`config.mk`:
```
export PLATFORM = sky130hd
export DESIGN_NAME = zero_extender_8in_16out
export DESIGN_NICKNAME = d
export VERILOG_FILES = /design/src/rtl/zero_extender_8in_16out_pkg.sv /design/src/rtl/zero_extender_8in_16out_ext_mux.sv /design/src/rtl/zero_extender_8in_16out.sv
export SDC_FILE = /design/constraint.sdc
export NUM_CORES = 1
export LEC_CHECK = 0
export BUFFER_PORTS_ARGS = -buffer_cell sky130_fd_sc_hd__buf_2
export CORE_ASPECT_RATIO = 1.5
export CORE_UTILIZATION = 46
export CTS_BUF_LIST = sky130_fd_sc_hd__clkbuf_2 sky130_fd_sc_hd__clkbuf_4 sky130_fd_sc_hd__clkbuf_8
export CTS_CLUSTER_SIZE = 10
export DETAILED_ROUTE_END_ITERATION = 7
export PLACE_DENSITY = 0.88
export SYNTH_ARGS = -nofsm -noshare
export SYNTH_HDL_FRONTEND = slang
export SYNTH_SLANG_ARGS = --single-unit
```
`constraint.sdc`:
```
create_clock -name clk -period 0.88 [get_ports clk]
set_clock_uncertainty 0.15 [all_clocks]
set_input_delay 0.044 -clock clk [delete_from_list [all_inputs] [get_ports clk]]
set_output_delay 0.044 -clock clk [all_outputs]
set_load 0.005 [all_outputs]
```
`src/rtl/zero_extender_8in_16out_pkg.sv`:
```
// Shared definitions for the immediate-widening block: extension mode encoding.
package ext_pkg;

   typedef logic [1:0] ext_mode_t;

   localparam ext_mode_t EXT_ZERO = 2'b00;
   localparam ext_mode_t EXT_SIGN = 2'b01;
   localparam ext_mode_t EXT_HIGH = 2'b10;
   localparam ext_mode_t EXT_ONES = 2'b11;

endpackage

```
`src/rtl/zero_extender_8in_16out_ext_mux.sv`:
```
// Combinational mode-selected widening of an IN_W field to an OUT_W word.
module ext_mux
   import ext_pkg::*;
#(
   parameter int IN_W  = 8,
   parameter int OUT_W = 16
) (
   input  ext_mode_t        mode,
   input  logic [IN_W-1:0]  x,
   output logic [OUT_W-1:0] y
);

   // Upper bits are filled per mode; loops keep OUT_W == IN_W legal (empty fill).
   always_comb begin
      y = OUT_W'(x);
      case (mode)
         EXT_SIGN: for (int i = IN_W; i < OUT_W; i++) y[i] = x[IN_W-1];
         EXT_HIGH: y = OUT_W'(x) << (OUT_W - IN_W);
         EXT_ONES: for (int i = IN_W; i < OUT_W; i++) y[i] = 1'b1;
         default:  ;
      endcase
   end

endmodule

```
`src/rtl/zero_extender_8in_16out.sv`:
```
// Widens an 8-bit immediate: combinational zero-extension plus an optional
// registered, mode-selectable extension with valid flag.
module zero_extender_8in_16out
   import ext_pkg::*;
#(
   parameter int IN_W    = 8,
   parameter int OUT_W   = 16,
   parameter bit REG_OUT = 1'b1
) (
   input  logic             clk,
   input  logic             rst,
   input  logic [IN_W-1:0]  bit8_in,
   input  ext_mode_t        ext_mode,
   input  logic             in_valid,
   output logic [OUT_W-1:0] bit16_out,
   output logic [OUT_W-1:0] ext_q,
   output logic             ext_valid_q
);

   logic [OUT_W-1:0] ext_d;

   assign bit16_out = OUT_W'(bit8_in);

   ext_mux #(.IN_W(IN_W), .OUT_W(OUT_W)) u_ext_mux (
      .mode (ext_mode),
      .x    (bit8_in),
      .y    (ext_d)
   );

   generate
      if (REG_OUT) begin : g_reg
         logic [OUT_W-1:0] ext_r;
         logic [1:0]       vld_pipe;

         // Data only captured when valid, so a floating mode on idle cycles is harmless.
         always_ff @(posedge clk or posedge rst) begin
            if (rst) begin
               ext_r    <= '0;
               vld_pipe <= '0;
            end else begin
               vld_pipe <= {vld_pipe[0], in_valid};
               if (in_valid) ext_r <= ext_d;
            end
         end

         assign ext_q       = ext_r;
         assign ext_valid_q = vld_pipe[0];
      end else begin : g_comb
         assign ext_q       = ext_d;
         assign ext_valid_q = in_valid;
      end
   endgenerate

endmodule

```
==> results.md, run 1 <==
* Buffer and inverter count on the worst path at 1
* Final setup violation count at 23
* Total grt overflow at 0
* Post-synthesis cell count at 91
* Worst hold path class: in -> reg
* Final Max Tran Viols at 0
* Min Tclk post-route at around 1000 ps
* Row Count at 19
* DP HPWL at 1.25 mm
* Die ar. at 2130 um^2
* Ratio of cells with drive above 1 in the final layout at 50.0%
* Total track usage at 18.1%
* CTS H-Tree Depth at 1
* Critical-path maximum fanout at 2
* Die Wd at 38.0 um
* Vias/cell at 4.67
* Sink count of the clock tree at 17
* Cell area after layout at 1120 um^2
* Worst-Margin Slew at 573 ps
* Delay-heaviest family, CP: flip-flops
* DR DRC count at 0
* Violated checks: negative hold slack, negative setup slack
* Hold violation total from the final report at 14
* Main synth FF type: dfrtp_1
* Leak at just over 0.6 nW
* Required time worst endpoint at around 700 ps
* CTS tree: yes
* Worst hold slack at -119 ps
* Max_cap viols at 0
* GR Util met3 at 1.20%
* Antenna-violating nets left at 0
* Placed Area at 1010 um^2
* Yosys warns at 0
* Max incr delay on CP at 400 ps
* Met2 Use GR at roughly 30%
* Clock Root Buffer: clkbuf_4
* Initial antenna violation count at 0
* Vias in the first global route at 656
* Crit path arrival time at 820 ps
* Die Ht at 56.1 um
* Depth of the most critical reg-to-reg path at 3
* Slew HR at 61.8%
* Setup TNS at -2060 ps
* Ranking of synthesized cells by area: dfrtp_1 (47%), buf_4 (14%), o22ai_2 (11%), inv_1 (7.1%), o22ai_1 (5.6%)
* PwrDens at around 1600 nW/um^2
* RSZ-0062 raised after global routing: true
* Routed wire per std cell at between 10 and 15 um
* Final Non-Filler Cells at 151
* Crit-path slowest cell: dfrtp_1
* Largest net degree at the start of global routing at 34
* Fmax at 0.986 GHz
* Initial drt markers at 11
* Post-synth top area share at 47.5%
* Number of synthesized register bits at 17
* Worst hold path depth at 3
* Vias at 705
* Clk_lat worst skew at 290 ps
* Post-Route WL at ~1.8 mm
* First-pass GRT wire length at 2.70 mm
* Boundary pin count at 46
* Port buffer count at 37
* Synth-to-Final Area Change at 25.3%
* Clk buf depth at 2
* Most instantiated cells after synthesis: buf_4 (17), dfrtp_1 (17), inv_1 (17)
* DP Cell Count at between 100 and 150
* Post-synth EDFFs at 0
* GP Congestion at around 0.78
* Path type of the worst setup path: reg -> out
* Status: finished with violations
* CTS Buf Count at 3
* Post-Syn Area at 896 um^2
* Nets at 144
* Mean Syn Cell Area at 9.84 um^2
* Met1 usage at 21.2%
* Post-synth cell types at 13
* Core ar. at 1830 um^2
* First-pass DRT Iterations at 4
* Crit path capture type: output pin
* Final Util at 61.3%
* Clock-pin slew on the worst setup and hold paths at ~100 ps
* Seq/Total Area, Yosys at 47.5%
* Peak supply drop at 0.000979 V
* Final WS setup at -134 ps
* Critical Path Source Type: flop
* Initial Util at 48.9%
* CP Cell Sequence: buf_2
* Part of the cycle the worst path needs at 115%
* Dominant cell type by area after synthesis: dfrtp_1
* Async set-or-reset flop fraction in the synthesized netlist at 100%
* Crit. path cell count at 1
* Layer with the highest usage: met2
* # diodes at 0
[through the flow]
stage	hold WS [ps]	power [W]	worst slack (ps)
final	-119	0.00176	-134
after global placement	-96.5	0.00125	-118
after CTS	-92.0	0.00175	-125
after detailed placement	-88.2	0.00126	-187
after global routing	-126	0.00186	-169
after floorplan	-180	0.00115	106
[kinds of logic (layout without fill, tap and decap cells)]
family,after synthesis,in the layout,synth area share [%]
buffers and inverters,38,70,24.3
AO/OA/AOI/OAI,26,26,23.6
flip-flops,17,17,47.5
AND/OR/NAND/NOR,9,9,4.19
other,1,8,0.419
[area by class of cell]
class                           instances  area, um^2
Sequential cell                        17         425
Inverter                               17        63.8
Timing Repair Buffer                   49         294
Clock buffer                            4        30.0
Fill cell                             158         708
Tap cell                               21        26.3
Multi-Input combinational cell         43         283
[placed cells by master (no fill, tap or decap), drive strengths merged]
master	netlist	final
buf	21	46
o22ai	16	16
dlygate4sd3	0	3
conb	1	8
inv	17	17
a21oi	2	2
o21ai	8	8
and2b	1	1
dfrtp	17	17
clkbuf	0	4
nand2	8	8
[sequential cells by signal (all words and copies together), names as in the netlist]
signal / count
g_reg.vld_pipe: 1
ext_q: 16
[power breakdown]
| group | switching, W | internal, W |
|---|---|---|
| Combinational | 0.000211 | 0.000211 |
| Clock | 0.000232 | 0.000207 |
| Sequential | 0.0000378 | 0.000857 |
| Total | 0.000481 | 0.00127 |
[per-layer routing]
layer | up-vias | routed length, um
met2 | 25 | 1020
li1 | 351 | -
met3 | 2 | 67
met1 | 327 | 709
met4 | 0 | 27
met5 | - | 0
[what timing repair did]
item / 4_1_cts / 5_1_grt
pin swaps: 0 / 1
setup endpoints to repair: 17 / 27
hold endpoints to repair: 34 / 16
setup buffers: 2 / 3
hold buffers: 8 / 2
resized for setup: 2 / 14
[tightest hold or removal path, delay by kind of cell]
family | cells | cell delay [ps]
AOI/OAI and AO/OA | 1 | 50
and+or+nand+nor | 1 | 70
buffers and inverters | 1 | 110
[final timing paths]
check                            from   endpoint  slack (ps)
max                         ext_q[12]  ext_q[12]        -130
min                        bit8_in[0]   ext_q[0]        -120
max reg2reg                  ext_q[1]   ext_q[1]         -30
min reg2reg                 ext_q[13]  ext_q[13]         380
max in group asynchronous         rst  ext_q[10]         230
min in group asynchronous         rst   ext_q[4]         150
Note: power is estimated with default switching activity, not from simulation.
==> run 2, diff against run 1 <==
--- a/config.mk
+++ b/config.mk
@@ -5,13 +5,12 @@
 export SDC_FILE = /design/constraint.sdc
 export NUM_CORES = 1
 export LEC_CHECK = 0
-export BUFFER_PORTS_ARGS = -buffer_cell sky130_fd_sc_hd__buf_2
-export CORE_ASPECT_RATIO = 1.5
-export CORE_UTILIZATION = 46
+export CORE_UTILIZATION = 57
 export CTS_BUF_LIST = sky130_fd_sc_hd__clkbuf_2 sky130_fd_sc_hd__clkbuf_4 sky130_fd_sc_hd__clkbuf_8
 export CTS_CLUSTER_SIZE = 10
 export DETAILED_ROUTE_END_ITERATION = 7
-export PLACE_DENSITY = 0.88
+export DONT_BUFFER_PORTS = 1
+export PLACE_DENSITY = 0.79
 export SYNTH_ARGS = -nofsm -noshare
 export SYNTH_HDL_FRONTEND = slang
 export SYNTH_SLANG_ARGS = --single-unit
==> constraint.sdc (replaced) <==
create_clock -name clk -period 1.27 [get_ports clk]
set_clock_uncertainty 0.15 [all_clocks]
set_input_delay 0.0635 -clock clk [delete_from_list [all_inputs] [get_ports clk]]
set_output_delay 0.0635 -clock clk [all_outputs]
set_load 0.005 [all_outputs]
==> run 2 against run 1 <==
- the run now ends clean
- critical path depth is 2 higher
- sequential share of layout area is 6.5 points higher
- first-iteration DRC count is 45% lower
- clock power is 31% lower
- global-route usage is 0.84 points higher
- combinational power is 56% lower
- sequential cell count stayed put
- die area is 19% lower
==> results.md, run 2 (synthesis gave the netlist of run 1 again) <==
* Status: finished clean
* Largest net degree at the start of global routing at 34 (unchanged)
* Slew HR at 57.3% (-4.5 points)
* Final setup violation count at 0 (-100%)
* Vias in the first global route at 557 (-15%)
* GP Congestion at 0.733 (-6.2%)
* Final Util at 69.2% (+7.9 points)
* CTS H-Tree Depth at 1 (unchanged)
* RSZ-0062 raised after global routing: false
* Part of the cycle the worst path needs at 91.1%
* Clock-pin slew on the worst setup and hold paths at 90 ps (about the same)
* Required time worst endpoint at 1280 ps (+590 ps)
* Leak at 0.458 nW (-25%)
* Row Count at 13 (-6)
* Clk buf depth at 2 (unchanged)
* Vias at 590 (-16%)
* Hold violation total from the final report at 0 (-14)
* Boundary pin count at 46 (unchanged)
* Worst-Margin Slew at 640 ps (+67.1 ps)
* Max reg flops at 16 (unchanged)
* Total grt overflow at 0 (unchanged)
* Critical-path maximum fanout at 10 (+8)
* Post-Route WL at 1.60 mm (-12%)
* Die Ht at 41.6 um (-26%)
* Clock Root Buffer: clkbuf_4
* Total track usage at 19.0% (+0.84 points)
* Final Max Tran Viols at 0 (unchanged)
* Vias/cell at 5.41 (+16%)
* Core ar. at 1380 um^2 (-24%)
* Nets at 108 (-25%)
* Antenna-violating nets left at 0 (unchanged)
* Worst hold path depth at 2 (-1)
* Clk_lat worst skew at 280 ps (about the same)
* Fillers at 113 (-28%)
* Max_cap viols at 0 (unchanged)
* Die ar. at 1730 um^2 (-19%)
* Crit path capture type: flop
* CTS tree: yes
* Die Wd at 41.6 um (+9.5%)
* Setup TNS at 0 ps (+2060 ps)
* Routed wire per std cell at 14.7 um (+21%)
* Critical Path Source Type: primary input
* Sink count of the clock tree at 17 (unchanged)
* First-pass GRT wire length at 2.50 mm (-7.7%)
* First-pass DRT Iterations at 3 (-1)
* Initial drt markers at 6 (-5)
* Peak supply drop at 0.000630 V (-36%)
* Initial Util at 64.8% (+16 points)
* Initial antenna violation count at 0 (unchanged)
* Port buffer count at 0 (-100%)
* Min Tclk post-route at between 1000 and 1500 ps
* # diodes at 0 (unchanged)
* Fmax at 0.864 GHz
* Commonest non-fill, non-tap cells in the layout: inv_1 (17), dfrtp_1 (17), dlygate4sd3_1 (12)
* Ratio of cells with drive above 1 in the final layout at 14.9% (-35 points)
* Path type of the worst setup path: in -> reg
* CTS Buf Count at 3 (unchanged)
* Synth-to-Final Area Change at 6.84%
* CTS-repair resized insts at 0 (-2)
* Depth of the most critical reg-to-reg path at 2 (-1)
* Worst hold path class: in -> reg
* Crit path arrival time at 1160 ps (+340 ps)
* PwrDens at 1170 nW/um^2 (-25%)
* DR DRC count at 0 (unchanged)
-- run 2: cell types whose count changed in the layout (fill, tap and decap cells not counted) --
cell,delta
inv_2,-5
buf_12,+1
o21ai_2,-1
buf_6,-3
buf_2,-37
buf_4,-6
o21ai_0,+7
o21ai_1,-6
dlygate4sd3_1,+9
inv_1,+5
-- run 2: repair_timing --
item	in CTS	in global routing
endpoints found under the hold margin	42	17
hold buffers	9	4
buffers inserted	0	0
-- run 2: through the flow --
stage	cell area, um^2	total power [W]	std cells	hold slack, ps	setup WS (ps)
floorplan	922	0.000798	98	-160	496
global placement	787	0.000757	92	-90.8	351
detailed placement	787	0.000765	92	-76.0	317
CTS	907	0.00110	105	-356	176
global route	957	0.00119	109	117	77.4
finish	957	0.00112	109	115	113
-- run 2: critical path: stages --
cell and delay (ps):
dlygate4sd3_1 680, a21oi_4 290, o22ai_1 130
-- run 2: worst paths after layout --
| check | from | end | slack, ps |
|---|---|---|---|
| hold reg to reg | ext_q[11] | ext_q[11] | 410 |
| max in group asynchronous | rst | ext_q[12] | 410 |
| setup reg to reg | ext_q[4] | ext_q[4] | 430 |
| hold / removal | ext_mode[1] | ext_q[1] | 120 |
| min in group asynchronous | rst | ext_q[1] | 150 |
| setup / recovery | ext_mode[0] | ext_q[12] | 110 |
-- run 2: final cells by class --
class                      instances  area (um^2)  area share [%]
clock buffer                       4         30.0            3.14
multi-input combinational         43          279            29.2
inverter                          17         63.8            6.67
sequential                        17          425            44.4
timing repair buffer              13          140            14.6
tap                               15         18.8            1.96
-- run 2: report_power, final --
part	internal [W]	total [W]	switching, W
Clock	0.000143	0.000301	0.000158
Sequential	0.000594	0.000634	0.0000397
Combinational	0.0000806	0.000186	0.000106
Total	0.000818	0.00112	0.000304
-- run 2: metal layers --
layer	vias to the layer above	wire [um]	global-route usage, %
met4	0	14	7.74
met3	4	98	4.35
met2	28	802	30.9
met5	-	0	0
li1	279	-	-
met1	279	687	24.2
